[config.mk]
export PLATFORM = sky130hd
export DESIGN_NAME = clock_compensate_multi
export DESIGN_NICKNAME = d
export VERILOG_FILES = /design/src/rtl/clock_compensate_multi.sv
export SDC_FILE = /design/constraint.sdc
export NUM_CORES = 1
export LEC_CHECK = 0
export BUFFER_PORTS_ARGS = -buffer_cell sky130_fd_sc_hd__buf_2
export CORE_ASPECT_RATIO = 1.5
export CORE_MARGIN = 2
export CORE_UTILIZATION = 60
export CTS_CLUSTER_SIZE = 30
export DETAILED_ROUTE_END_ITERATION = 8
export PLACE_DENSITY = 0.78
export SLEW_MARGIN = 30
export SYNTH_ARGS = -nofsm -noshare
export SYNTH_HDL_FRONTEND = slang
export SYNTH_SLANG_ARGS = --single-unit
[constraint.sdc]
create_clock -name clk -period 16.38 [get_ports clk]
set_input_delay 3.276 -clock clk [delete_from_list [all_inputs] [get_ports clk]]
set_output_delay 3.276 -clock clk [all_outputs]
set_load 0.01 [all_outputs]
[src/rtl/clock_compensate_multi.sv]
// Multi-channel clock compensator: compares one TX frame counter against N_CH RX
// counters and issues bounded compensation credits per channel over valid/ready.
module clock_compensate_multi #(
  parameter int unsigned N_CH     = 4,
  parameter int unsigned CNT_W    = 16,
  parameter int unsigned CREDIT_W = 4,
  parameter int unsigned SETTLE   = 64,
  parameter int unsigned THRESH   = 2
) (
  input  logic                       clk,
  input  logic                       rst,
  input  logic                       enable,
  input  logic [1:0]                 mode,
  input  logic [CNT_W-1:0]           tx_cnt_gray,
  input  logic [N_CH*CNT_W-1:0]      rx_cnt_gray,
  output logic [N_CH-1:0]            comp_vld,
  output logic [N_CH*CREDIT_W-1:0]   comp_cnt,
  input  logic [N_CH-1:0]            comp_rdy,
  output logic [N_CH*2-1:0]          comp_type,
  output logic [N_CH-1:0]            overflow
);

  typedef enum logic [2:0] {
    ST_IDLE,
    ST_SETTLE,
    ST_CLASSIFY,
    ST_TRACK,
    ST_PASSIVE
  } state_t;

  typedef enum logic [1:0] {
    TYPE_UNKNOWN = 2'd0,
    TYPE_YES     = 2'd1,
    TYPE_NO      = 2'd2
  } comp_type_t;

  localparam int unsigned      SET_W       = (SETTLE > 1) ? $clog2(SETTLE) : 1;
  localparam logic [SET_W-1:0] SETTLE_LAST = SET_W'(SETTLE - 1);
  localparam logic [CNT_W-1:0] MAX_GRANT   = CNT_W'((1 << CREDIT_W) - 1);
  localparam logic [CNT_W-1:0] THR_POS     = CNT_W'(THRESH);
  localparam logic [CNT_W-1:0] THR_NEG     = ~THR_POS + 1'b1;

  function automatic logic [CNT_W-1:0] gray2bin(input logic [CNT_W-1:0] g);
    logic [CNT_W-1:0] b;
    b = g;
    for (int unsigned i = 1; i < CNT_W; i++) b = b ^ (g >> i);
    return b;
  endfunction

  logic [CNT_W-1:0] tx_bin;

  always_ff @(posedge clk or posedge rst) begin
    if (rst) tx_bin <= '0;
    else     tx_bin <= gray2bin(tx_cnt_gray);
  end

  for (genvar g = 0; g < N_CH; g++) begin : g_ch
    state_t             state;
    comp_type_t         ctype;
    logic [CNT_W-1:0]   rx_bin;
    logic [CNT_W-1:0]   baseline;
    logic [CNT_W-1:0]   reported;
    logic [SET_W-1:0]   settle_cnt;
    logic               vld;
    logic               ovf;
    logic [CREDIT_W-1:0] cnt;

    logic [CNT_W-1:0]    diff;
    logic [CNT_W-1:0]    d_cls;
    logic [CNT_W-1:0]    delta;
    logic                cls_yes;
    logic                cls_no;
    logic                delta_pos;
    logic                delta_big;
    logic [CREDIT_W-1:0] grant;

    always_ff @(posedge clk or posedge rst) begin
      if (rst) rx_bin <= '0;
      else     rx_bin <= gray2bin(rx_cnt_gray[g*CNT_W +: CNT_W]);
    end

    // All drift arithmetic is modulo 2^CNT_W; sign is taken from the MSB so
    // unsigned compares stay correct on either side of zero.
    always_comb begin
      diff      = tx_bin - rx_bin;
      d_cls     = diff - baseline;
      delta     = diff - reported;
      cls_yes   = !d_cls[CNT_W-1] && (d_cls >= THR_POS);
      cls_no    = d_cls[CNT_W-1] && (d_cls <= THR_NEG);
      delta_pos = !delta[CNT_W-1] && (delta != '0);
      delta_big = delta_pos && (delta > MAX_GRANT);
      grant     = delta_big ? '1 : delta[CREDIT_W-1:0];
    end

    always_ff @(posedge clk or posedge rst) begin
      if (rst) begin
        state      <= ST_IDLE;
        ctype      <= TYPE_UNKNOWN;
        baseline   <= '0;
        reported   <= '0;
        settle_cnt <= '0;
        vld        <= 1'b0;
        ovf        <= 1'b0;
        cnt        <= '0;
      end else if (!enable) begin
        state      <= ST_IDLE;
        vld        <= 1'b0;
        settle_cnt <= '0;
      end else begin
        case (state)
          ST_IDLE: begin
            state      <= ST_SETTLE;
            ctype      <= TYPE_UNKNOWN;
            ovf        <= 1'b0;
            settle_cnt <= '0;
          end
          ST_SETTLE: begin
            if (settle_cnt == SETTLE_LAST) begin
              baseline <= diff;
              reported <= diff;
              case (mode)
                2'd1: begin
                  state <= ST_TRACK;
                  ctype <= TYPE_YES;
                end
                2'd2: begin
                  state <= ST_PASSIVE;
                  ctype <= TYPE_NO;
                end
                default: state <= ST_CLASSIFY;
              endcase
            end else begin
              settle_cnt <= settle_cnt + 1'b1;
            end
          end
          ST_CLASSIFY: begin
            if (cls_yes) begin
              state <= ST_TRACK;
              ctype <= TYPE_YES;
            end else if (cls_no) begin
              state <= ST_PASSIVE;
              ctype <= TYPE_NO;
            end
          end
          ST_TRACK: begin
            // A stalled grant freezes cnt and reported until it is accepted.
            if (!vld || comp_rdy[g]) begin
              if (delta_pos) begin
                cnt      <= grant;
                reported <= reported + CNT_W'(grant);
                vld      <= 1'b1;
                if (delta_big) ovf <= 1'b1;
              end else begin
                vld <= 1'b0;
              end
            end
          end
          ST_PASSIVE: ;
          default: state <= ST_IDLE;
        endcase
      end
    end

    assign comp_vld[g]                       = vld;
    assign comp_cnt[g*CREDIT_W +: CREDIT_W]  = cnt;
    assign comp_type[g*2 +: 2]               = ctype;
    assign overflow[g]                       = ovf;
  end

endmodule

Word-level counts from Yosys, hierarchy flattened --
Cells that the tools add are included.
Operators by class: muxes and demuxes 102, add/sub/neg operators 20, eq/ne operators 74, reduce and logical (&&, ||, !) cells 88, magnitude comparators 12, bitwise gates (word level) 75
Operators by type and width (number):
- 16-bit 2-to-1 mux | 12
- 16-bit subtractor | 12
- 16-bit one-hot mux with 2 select lines | 4
- 16-bit by 1-bit bitwise XOR with 16-bit output | 5
- 16-bit by 10-bit bitwise XOR with 16-bit output | 5
- 16-bit by 11-bit bitwise XOR with 16-bit output | 5
- 16-bit by 12-bit bitwise XOR with 16-bit output | 5
- 16-bit by 13-bit bitwise XOR with 16-bit output | 5
- 16-bit by 14-bit bitwise XOR with 16-bit output | 5
- 16-bit by 15-bit bitwise XOR with 16-bit output | 5
- 16-bit by 2-bit bitwise XOR with 16-bit output | 5
- 16-bit by 3-bit bitwise XOR with 16-bit output | 5
- 16-bit by 4-bit bitwise XOR with 16-bit output | 5
- 16-bit by 5-bit bitwise XOR with 16-bit output | 5
- 16-bit by 6-bit bitwise XOR with 16-bit output | 5
- 16-bit by 7-bit bitwise XOR with 16-bit output | 5
- 16-bit by 8-bit bitwise XOR with 16-bit output | 5
- 16-bit by 9-bit bitwise XOR with 16-bit output | 5
- 16-bit by 4-bit adder with 16-bit output | 4
- 16-bit by 2-bit greater-or-equal comparator with 1-bit output, second input constant | 4
- 16-bit by 4-bit greater-than comparator with 1-bit output, second input constant | 4
- 16-bit less-or-equal comparator, second input constant | 4
- 16-bit nonzero test | 4
- 5-bit AND reduction | 12
- 33 further kinds | 236
Word-level totals: input port bits 89, output and inout port bits 32, register bits after elaboration 276

Depth between registers and ports, before layout --
Gate-level depths: netlist (run 1).
depth in word-level cells 15, gate-level depth with buffers 35, depth with buffers taken out 34

Worst setup path before layout (run 1) --
OpenSTA, ideal clock, no wires.
path type flip-flop to flip-flop, start register tx_bin[0], end register g_ch[2].reported[12], cell stages (with the launch flop) 35, library setup time 0.135 ns, path slack 10.395 ns, arrival 5.850 ns, buffers on the path 1, cell sequence dfrtp_1 -> inv_1 -> ha_1 -> inv_1 -> fa_1 -> a21o_1 -> a21oi_1 -> nor2b_1 -> o21a_1 -> o21a_1 -> nor2_1 -> o2bb2ai_1 -> o41a_1 -> a31oi_1 -> xnor2_1 -> ha_1 -> nand2b_1 -> o2bb2ai_1 -> nor3b_1 -> o221ai_1 -> a2111oi_0 -> o211ai_1 -> nor3_1 -> or2_2 -> nand2_1 -> ha_1 -> fa_1 -> a21o_1 -> a21o_1 -> and3_1 -> clkbuf_1 -> nand2_1 -> nor4_1 -> a21oi_1 -> o21ai_0
Between the ends: word-level cells in the longest chain between the ends 10
Ends and longest elaborated chain:
- start: declaration | RTL line 50 | logic [CNT_W-1:0] tx_bin;
- start signal: assignment | RTL line 54 | else tx_bin <= gray2bin(tx_cnt_gray);
- 16-bit subtractor (*) | RTL line 85 | diff = tx_bin - rx_bin;
- net g_ch[2].diff[14] | RTL line 68 | logic [CNT_W-1:0] diff;
- 16-bit subtractor (*) | RTL line 87 | delta = diff - reported;
- parallel branches: the longest is 2 deep, another holds 16-bit by 4-bit greater-than comparator with 1-bit output
- 1-bit logical AND (*) | RTL line 91 | delta_big = delta_pos && (delta > MAX_GRANT);
- 4-bit 2-to-1 mux (*) | RTL line 92 | grant = delta_big ? '1 : delta[CREDIT_W-1:0];
- net g_ch[2].grant[0] | RTL line 75 | logic [CREDIT_W-1:0] grant;
- 16-bit by 4-bit adder with 16-bit output (*) | RTL line 150 | reported <= reported + CNT_W'(grant);
- 16-bit 2-to-1 mux (*) | RTL line 148 | if (delta_pos) begin
- 16-bit 2-to-1 mux (*) | RTL line 147 | if (!vld || comp_rdy[g]) begin
- 16-bit one-hot mux with 2 select lines (*) | RTL line 110 | case (state)
- end signal: assignment | RTL line 120 | reported <= diff;
- end signal: assignment | RTL line 150
- end: declaration | RTL line 62 | logic [CNT_W-1:0] reported;
Mark *: on every way through the listed nets, which the timed path passes. The select of a mux whose other input is x is not followed. A chain may end at the register's enable or synchronous reset.

Worst setup path in the final report (run 1) --
start register tx_bin[0], end register g_ch[0].reported[14]
Between the ends: word-level cells in the longest chain between the ends 10
Ends and longest elaborated chain (RTL line):
- 16-bit subtractor (*) | 85
- net g_ch[0].diff[14] | 68
- 16-bit subtractor (*) | 87
- parallel branches: the longest is 2 deep, another holds 16-bit by 4-bit greater-than comparator with 1-bit output
- 1-bit logical AND (*) | 91
- 4-bit 2-to-1 mux (*) | 92
- net g_ch[0].grant[2] | 75
- 16-bit by 4-bit adder with 16-bit output (*) | 150
- 16-bit 2-to-1 mux (*) | 148
- 16-bit 2-to-1 mux (*) | 147
- 16-bit one-hot mux with 2 select lines (*) | 110
- end signal: assignment | 120
- end signal: assignment | 150
- end: declaration | 62
Marked as above.

==> reports/qor.txt, run 1 <==
Final Hold Viols -> 0
Die Y -> 243.8 um
Initial Utilization -> 0.6109
post-synth net total -> 2976
Final Skew -> 0.01555 ns
Crit path max-delay family -> compound AO/OA/AOI/OAI gates
max cap viols -> 0
CP Max Fanout -> 8
Post-CTS Setup Bufs -> 0
Final #Nets -> 3068
vias in the first global route -> 20400
area grow syn2layout -> 8.934%
first-pass GRT wire length -> 99320 um
core footprint -> 0.03766 sq mm
hpwl dp -> 46730 um
YS warnings -> 0
Post-Syn Area -> 0.02301 sq mm
Worst Reg-to-Reg Cells -> 30
Die W -> 163.9 um
Root Driver -> clkbuf_16
GP Congestion -> 0.9334
status -> complete, no violations
Routed WL per cell -> 18.50 um
clock period minus worst slack -> 7.198 ns
Worst R2R End -> g_ch[0].reported[14]$_DFFE_PP0P_
Routed Antenna Nets -> 0
FF/Latch Area -> 0.006907 sq mm
CP dominant cell by count -> a21oi_1
CP Data Required Time -> 16.87 ns
global route overflow -> 0
Hold Startpoint -> g_ch[1].baseline[4]$_DFFE_PP0P_
EDFF count, synth -> 0
FMAX -> 138.9 MHz
final hold slack -> 0.4833 ns
final core utilization -> 0.6655
Worst-path clk slew -> 0.06 ns
Final Cycle Share -> 0.4394
post-synthesis cell count -> 2669
initial antenna violation count -> 2
crit path kind -> flop to flop
crit end category -> flop
Post-Layout Cell Count -> 3273
DRC Markers -> 0
ratio of cells with drive above 1 in the final layout -> 0.1046
Critical Path Slowest Stage Cell -> nor4_1
DRT iter0 DRCs -> 1145
delay of the slowest cell on the worst path -> 0.44 ns
clk_lat worst skew -> 0.57 ns
htree depth -> 1
critical path arrival -> 7.68 ns
min-delay worst type -> flop to flop
area of the multi-input gates -> 0.01478 sq mm
Rel. slew slack -> 0.3662
register area share after synthesis -> 0.3002
unrepaired setup endpoints after global routing -> false
hold-fix buffers at CTS -> 0
max-slew violations -> 0
Mean Syn Cell Area -> 8.621 sq um
Worst-Margin Slew -> 0.9507 ns
Reg2Reg Launch Point -> tx_bin[0]$_DFF_PP0_
vias -> 20160
CTS tree -> built
fillers -> 3148
reg2reg setup slack -> 9.18 ns
CP Launch Point -> tx_bin[0]$_DFF_PP0_
Post-Route Setup TNS -> 0 ns
end of the worst hold path -> g_ch[1].baseline[4]$_DFFE_PP0P_
placed cell count -> 3219
drt pass-1 iters -> 5
# rows -> 87
WHS Path Cells -> 2
CP bufs+invs -> 2
I/O pin count -> 121
CTS Sinks -> 276
worst-case clock buffer depth -> 3
largest net degree at the start of global routing -> 129
vias per inst -> 6.160
Critical Path Start Type -> flop
Post-Route WL -> 60540 um
cells resized by post-CTS repair -> 0
Total GRT Usage -> 0.3062
synthesized flop and latch total -> 276
Die ar. -> 0.03996 sq mm
CTS Buf Count -> 29
Primary FF master, synth -> dfrtp_1
port buffer count -> 120
Synth async-reset ratio -> 1.000
Final Setup Violations -> 0
Netlist cell types -> 98
## worst min-delay path: stages, from the launching register on
cell and delay [ns]:
dfrtp_1 0.34, nand2_1 0.05, o21ai_0 0.06
## per-stage QoR
stage / worst slack (ns) / area (sq um)
floorplan: 5.495 / 23010
global placement: 9.473 / 24000
detailed placement: 9.352 / 24000
CTS: 9.218 / 25050
global route: 8.559 / 25070
finish: 9.182 / 25070
## routing by layer
metal | global-route usage | wire, um
met1 | 0.3475 | 23260
met2 | 0.5546 | 30900
met3 | 0.02758 | 2547
met5 | 0 | 0
met4 | 0.1754 | 3830
## state kept, by name, indices dropped and copies added, names as in the netlist
| signal | flops |
|---|---|
| g_ch.ctype | 8 |
| g_ch.state | 12 |
| tx_bin | 16 |
| g_ch.cnt | 16 |
| g_ch.baseline | 64 |
| g_ch.rx_bin | 64 |
| g_ch.vld | 4 |
| g_ch.reported | 64 |
| g_ch.ovf | 4 |
| g_ch.settle_cnt | 24 |
## worst max-delay path by stage
stage,cells after the start,slack (ns),to
CTS,30,9.22,g_ch[0].reported[14]$_DFFE_PP0P_
floorplan,1,5.50,g_ch[0].baseline[0]$_DFFE_PP0P_
detailed placement,30,9.35,g_ch[0].reported[14]$_DFFE_PP0P_
global route,34,8.56,g_ch[2].reported[9]$_DFFE_PP0P_
finish,30,9.18,g_ch[0].reported[14]$_DFFE_PP0P_
global placement,30,9.47,g_ch[0].reported[14]$_DFFE_PP0P_
## cell type report
cell class	instances	share of cell area
flip-flops and latches	276	0.2755
multi-input cells	2053	0.5895
repair buffers	132	0.02785
well taps	489	0.02441
clock inverters	11	0.007288
clock buffers	42	0.03449
diodes	1	0.00009984
inverters	269	0.04078
## logic make-up (layout without fill, tap and decap cells)
logic type | count (synthesis) | count (layout) | synth area share
other cells | 0 | 1 | 0
buf+inv | 340 | 454 | 0.05786
flops | 276 | 276 | 0.3002
fa+ha+maj | 218 | 218 | 0.1238
compound gates | 780 | 780 | 0.2202
mux | 56 | 56 | 0.02675
xor+xnor | 223 | 223 | 0.1047
simple gates | 776 | 776 | 0.1666
## cell usage in the layout (no fill, tap or decap), drive strengths merged, types with 10 or more instances in the layout
master / n
a211oi: 25
nor2b: 47
nand3b: 11
clkbuf: 42
mux2i: 12
ha: 202
a31oi: 33
o31a: 13
xor3: 15
o21bai: 16
a21o: 51
xor2: 89
nand2: 206
inv: 267
mux2: 44
nand4: 39
nand2b: 32
a211o: 10
buf: 132
o31ai: 19
or3: 19
nor4: 27
dfrtp: 276
a21oi: 205
and3: 21
xnor2: 119
and2: 20
fa: 16
nand3: 66
o21ai: 182
nor3: 56
o211ai: 26
o21a: 66
o22ai: 20
a22oi: 11
or2: 16
nor2: 180
## cells in the mapped netlist (all sizes together), types with 7 or more instances
cell type	instances	area, sq um
o21a	66	495.5
nand2b	32	200.2
o21ai	182	910.9
a21oi	205	1030
mux2i	12	120.1
o22ai	20	131.4
mux2	44	495.5
dfrtp	276	6907
nor4	27	168.9
nand4	39	244.0
nor3b	9	67.56
ha	202	2527
a21o	51	382.9
o211ai	26	195.2
buf	19	126.4
a31oi	33	206.5
a22oi	11	82.58
nor2	180	678.2
a21boi	9	67.57
a2111oi	8	71.32
or2	16	100.1
xnor2	119	1245
fa	16	320.3
o2111ai	9	78.83
nand3b	11	82.58
o31a	13	113.9
nand3	66	330.3
and2	20	127.6
a211oi	25	200.2
a211o	10	87.58
o31ai	19	147.6
and3	21	131.4
xor2	89	802.0
xor3	15	362.9
clkbuf	52	195.2
nand2	206	773.2
o41ai	7	76.32
o21bai	16	120.1
nor3	56	280.3
nor2b	47	294.0
inv	268	1006
or3	19	118.9
Power of run 1 is not shown: default switching activity piles up to over one toggle a cycle in this logic, so the estimate is an artifact.
==> run 2, diff against run 1 <==
- ABC_AREA: default -> 1
- CORE_UTILIZATION: 60 -> 57
- clock period: 16.38 -> 6.5 ns (I/O delays scaled with it)
==> run 2 against run 1 <==
Effect of this change:
- utilization is 2.6 points lower
- design area increased by 7.0%
- register-to-register slack got worse by 8.7 ns
==> reports/qor.txt, run 2 <==
Routed Antenna Nets -> 0 (unchanged)
Netlist cell types -> 53 (was 98)
final hold slack -> 0.4750 ns (was 0.4833 ns)
FMAX -> 165.4 MHz (was 138.9 MHz)
vias -> 22600 (was 20160)
synthesized flop and latch total -> 276 (unchanged)
Total GRT Usage -> 0.2960 (was 0.3062)
pre-CTS setup slack -> 0.09326 ns (was 9.352 ns)
Post-Route WL -> 63760 um (was 60540 um)
drt pass-1 iters -> 5 (unchanged)
Die ar. -> 0.04399 sq mm (was 0.03996 sq mm)
Die Y -> 255.9 um (was 243.8 um)
area grow syn2layout -> 11.23% (was 8.934%)
initial antenna violation count -> 0 (was 2)
Final Skew -> 0.009734 ns (was 0.01555 ns)
diodes inserted -> 0 (was 1)
CTS tree -> built (unchanged)
CP Data Required Time -> 7.01 ns (was 16.87 ns)
largest registers -> g_ch.baseline (64), g_ch.reported (64), g_ch.rx_bin (64) (unchanged)
Root Driver -> clkbuf_16 (unchanged)
CP dominant cell by count -> nand2_1 (was a21oi_1)
register area share after synthesis -> 0.2865 (was 0.3002)
clock period minus worst slack -> 6.046 ns (was 7.198 ns)
status -> complete, no violations (unchanged)
vias in the first global route -> 22610 (was 20400)
Final #Nets -> 3893 (was 3068)
unrepaired setup endpoints after global routing -> true (was false)
first-pass GRT wire length -> 105200 um (was 99320 um)
largest net degree at the start of global routing -> 121 (was 129)
Yosys top cell area share -> 0.2865 (was 0.3002)
critical path arrival -> 6.56 ns (was 7.68 ns)
core footprint -> 0.04190 sq mm (was 0.03766 sq mm)
GP Congestion -> 0.9719 (was 0.9334)
most common cell in the synthesized netlist -> nand2_1 (was dfrtp_1)
crit end category -> flop (unchanged)
Final Cycle Share -> 0.9302 (was 0.4394)
Rel. slew slack -> 0.4721 (was 0.3662)
Primary FF master, synth -> dfrtp_1 (unchanged)
ratio of cells with drive above 1 in the final layout -> 0.08587 (was 0.1046)
most common cell after layout, fill and taps aside -> nand2_1 (was dfrtp_1)
crit path kind -> flop to flop (unchanged)
Worst-path clk slew -> 0.07 ns (was 0.06 ns)
dominant cells by area after synthesis -> dfrtp_1, nand2_1, ha_1 (was dfrtp_1, ha_1, a21oi_1)
Critical Path Slowest Stage Cell -> dfrtp_1 (was nor4_1)
max cap viols -> 0 (unchanged)
clk_lat worst skew -> 0.59 ns (was 0.57 ns)
port buffer count -> 120 (unchanged)
Routed WL per cell -> 15.27 um (was 18.50 um)
post-synth net total -> 3740 (was 2976)
Final Hold Viols -> 0 (unchanged)
Synth area leader -> dfrtp_1 (unchanged)
most frequent cells after synthesis -> nand2_1, inv_1, dfrtp_1 (was dfrtp_1, inv_1, nand2_1)
global route overflow -> 0 (unchanged)
delay of the slowest cell on the worst path -> 0.38 ns (was 0.44 ns)
CP Max Fanout -> 5 (was 8)
Die W -> 171.9 um (was 163.9 um)
worst-case clock buffer depth -> 3 (unchanged)
most frequent cells in the layout -> nand2_1, inv_1, dfrtp_1, nand3_1, a21oi_1 (was dfrtp_1, inv_1, nand2_1, a21oi_1, ha_1)
Critical Path Start Type -> flop (unchanged)
YS warnings -> 0 (unchanged)
Final Setup Violations -> 0 (unchanged)
Initial Utilization -> 0.5754 (was 0.6109)
# rows -> 92 (was 87)
Synth async-reset ratio -> 1.000 (unchanged)
Mean Syn Cell Area -> 7.023 sq um (was 8.621 sq um)
I/O pin count -> 121 (unchanged)
CTS Buf Count -> 30 (was 29)
Worst-Margin Slew -> 0.7893 ns (was 0.9507 ns)
EDFF count, synth -> 0 (unchanged)
DRC Markers -> 0 (unchanged)
hpwl dp -> 50070 um (was 46730 um)
post-synthesis cell count -> 3433 (was 2669)
min-delay worst type -> flop to flop (unchanged)
vias per inst -> 5.415 (was 6.160)
htree depth -> 1 (unchanged)
Post-Syn Area -> 0.02411 sq mm (was 0.02301 sq mm)
CTS Sinks -> 276 (unchanged)
max-slew violations -> 0 (unchanged)
final worst setup slack -> 0.4538 ns (was 9.182 ns)
hold-fix buffers at CTS -> 0 (unchanged)
DRT iter0 DRCs -> 1206 (was 1145)
## run 2: layout make-up
type	count	area, sq um
Clock buffer	40	859.6
Clock inverter	16	252.7
Fill cell	3875	15080
Inverter	555	2087
Multi-Input combinational cell	2556	15010
Sequential cell	276	6908
Tap cell	564	705.7
Timing Repair Buffer	167	989.7
## run 2: cell families (layout without fill, tap and decap cells)
| group | after synthesis | count (layout) | share of synthesized area |
|---|---|---|---|
| flip-flops | 276 | 276 | 0.2865 |
| multiplexers | 2 | 2 | 0.0008304 |
| AND/OR/NAND/NOR | 1450 | 1450 | 0.2532 |
| buffers and inverters | 601 | 778 | 0.09565 |
| XOR/XNOR | 301 | 301 | 0.1129 |
| AO/OA/AOI/OAI | 585 | 585 | 0.1329 |
| adder cells (fa/ha/maj) | 218 | 218 | 0.1181 |
## run 2: worst paths after layout
kind                                            startpoint                          endpoint  slack (ns)  cells past startpoint
worst max-delay path                   tx_bin[0]$_DFF_PP0_  g_ch[2].reported[15]$_DFFE_PP0P_        0.45                     45
worst min-delay path            g_ch[3].cnt[1]$_DFFE_PP0P_        g_ch[3].cnt[1]$_DFFE_PP0P_        0.48                      2
worst max register to register         tx_bin[0]$_DFF_PP0_  g_ch[2].reported[15]$_DFFE_PP0P_        0.45                     45
worst min register to register  g_ch[3].cnt[1]$_DFFE_PP0P_        g_ch[3].cnt[1]$_DFFE_PP0P_        0.48                      2
max in group asynchronous                              rst   g_ch[3].baseline[7]$_DFFE_PP0P_        4.43                      4
min in group asynchronous                              rst               tx_bin[7]$_DFF_PP0_        0.75                      2
## run 2: what timing repair did
item                       CTS  global route
resized for setup            0            24
buffers inserted             0             5
setup endpoints to repair    0            12
## run 2: critical path, delay by kind of cell (launching register included)
kind | cells | cell delay (ns)
buffers and inverters | 6 | 0.51
AND/OR/NAND/NOR | 26 | 2.71
flip-flops | 1 | 0.38
adder cells (fa/ha/maj) | 4 | 1.10
AO/OA/AOI/OAI | 8 | 1.06
XOR/XNOR | 1 | 0.22
## run 2: layer usage
layer / vias up / wire (um) / global-route usage
met3: 218 / 2765 / 0.03371
met4: 0 / 4149 / 0.1681
met2: 556 / 32380 / 0.5440
met5: - / 0 / 0
met1: 10380 / 24460 / 0.3239
li1: 11450 / - / -
## run 2: metrics by stage
stage,setup TNS (ns),cells,cell area [sq um],utilization
after floorplan,0,3433,24110,-
after global placement,0,4112,25530,0.6092
after detailed placement,0,4113,25570,0.6102
after CTS,0,4169,26680,0.6367
after global routing,-0.2668,4174,26820,0.6400
final,0,4174,26820,0.6400
Power of run 2 is left out for the same reason.
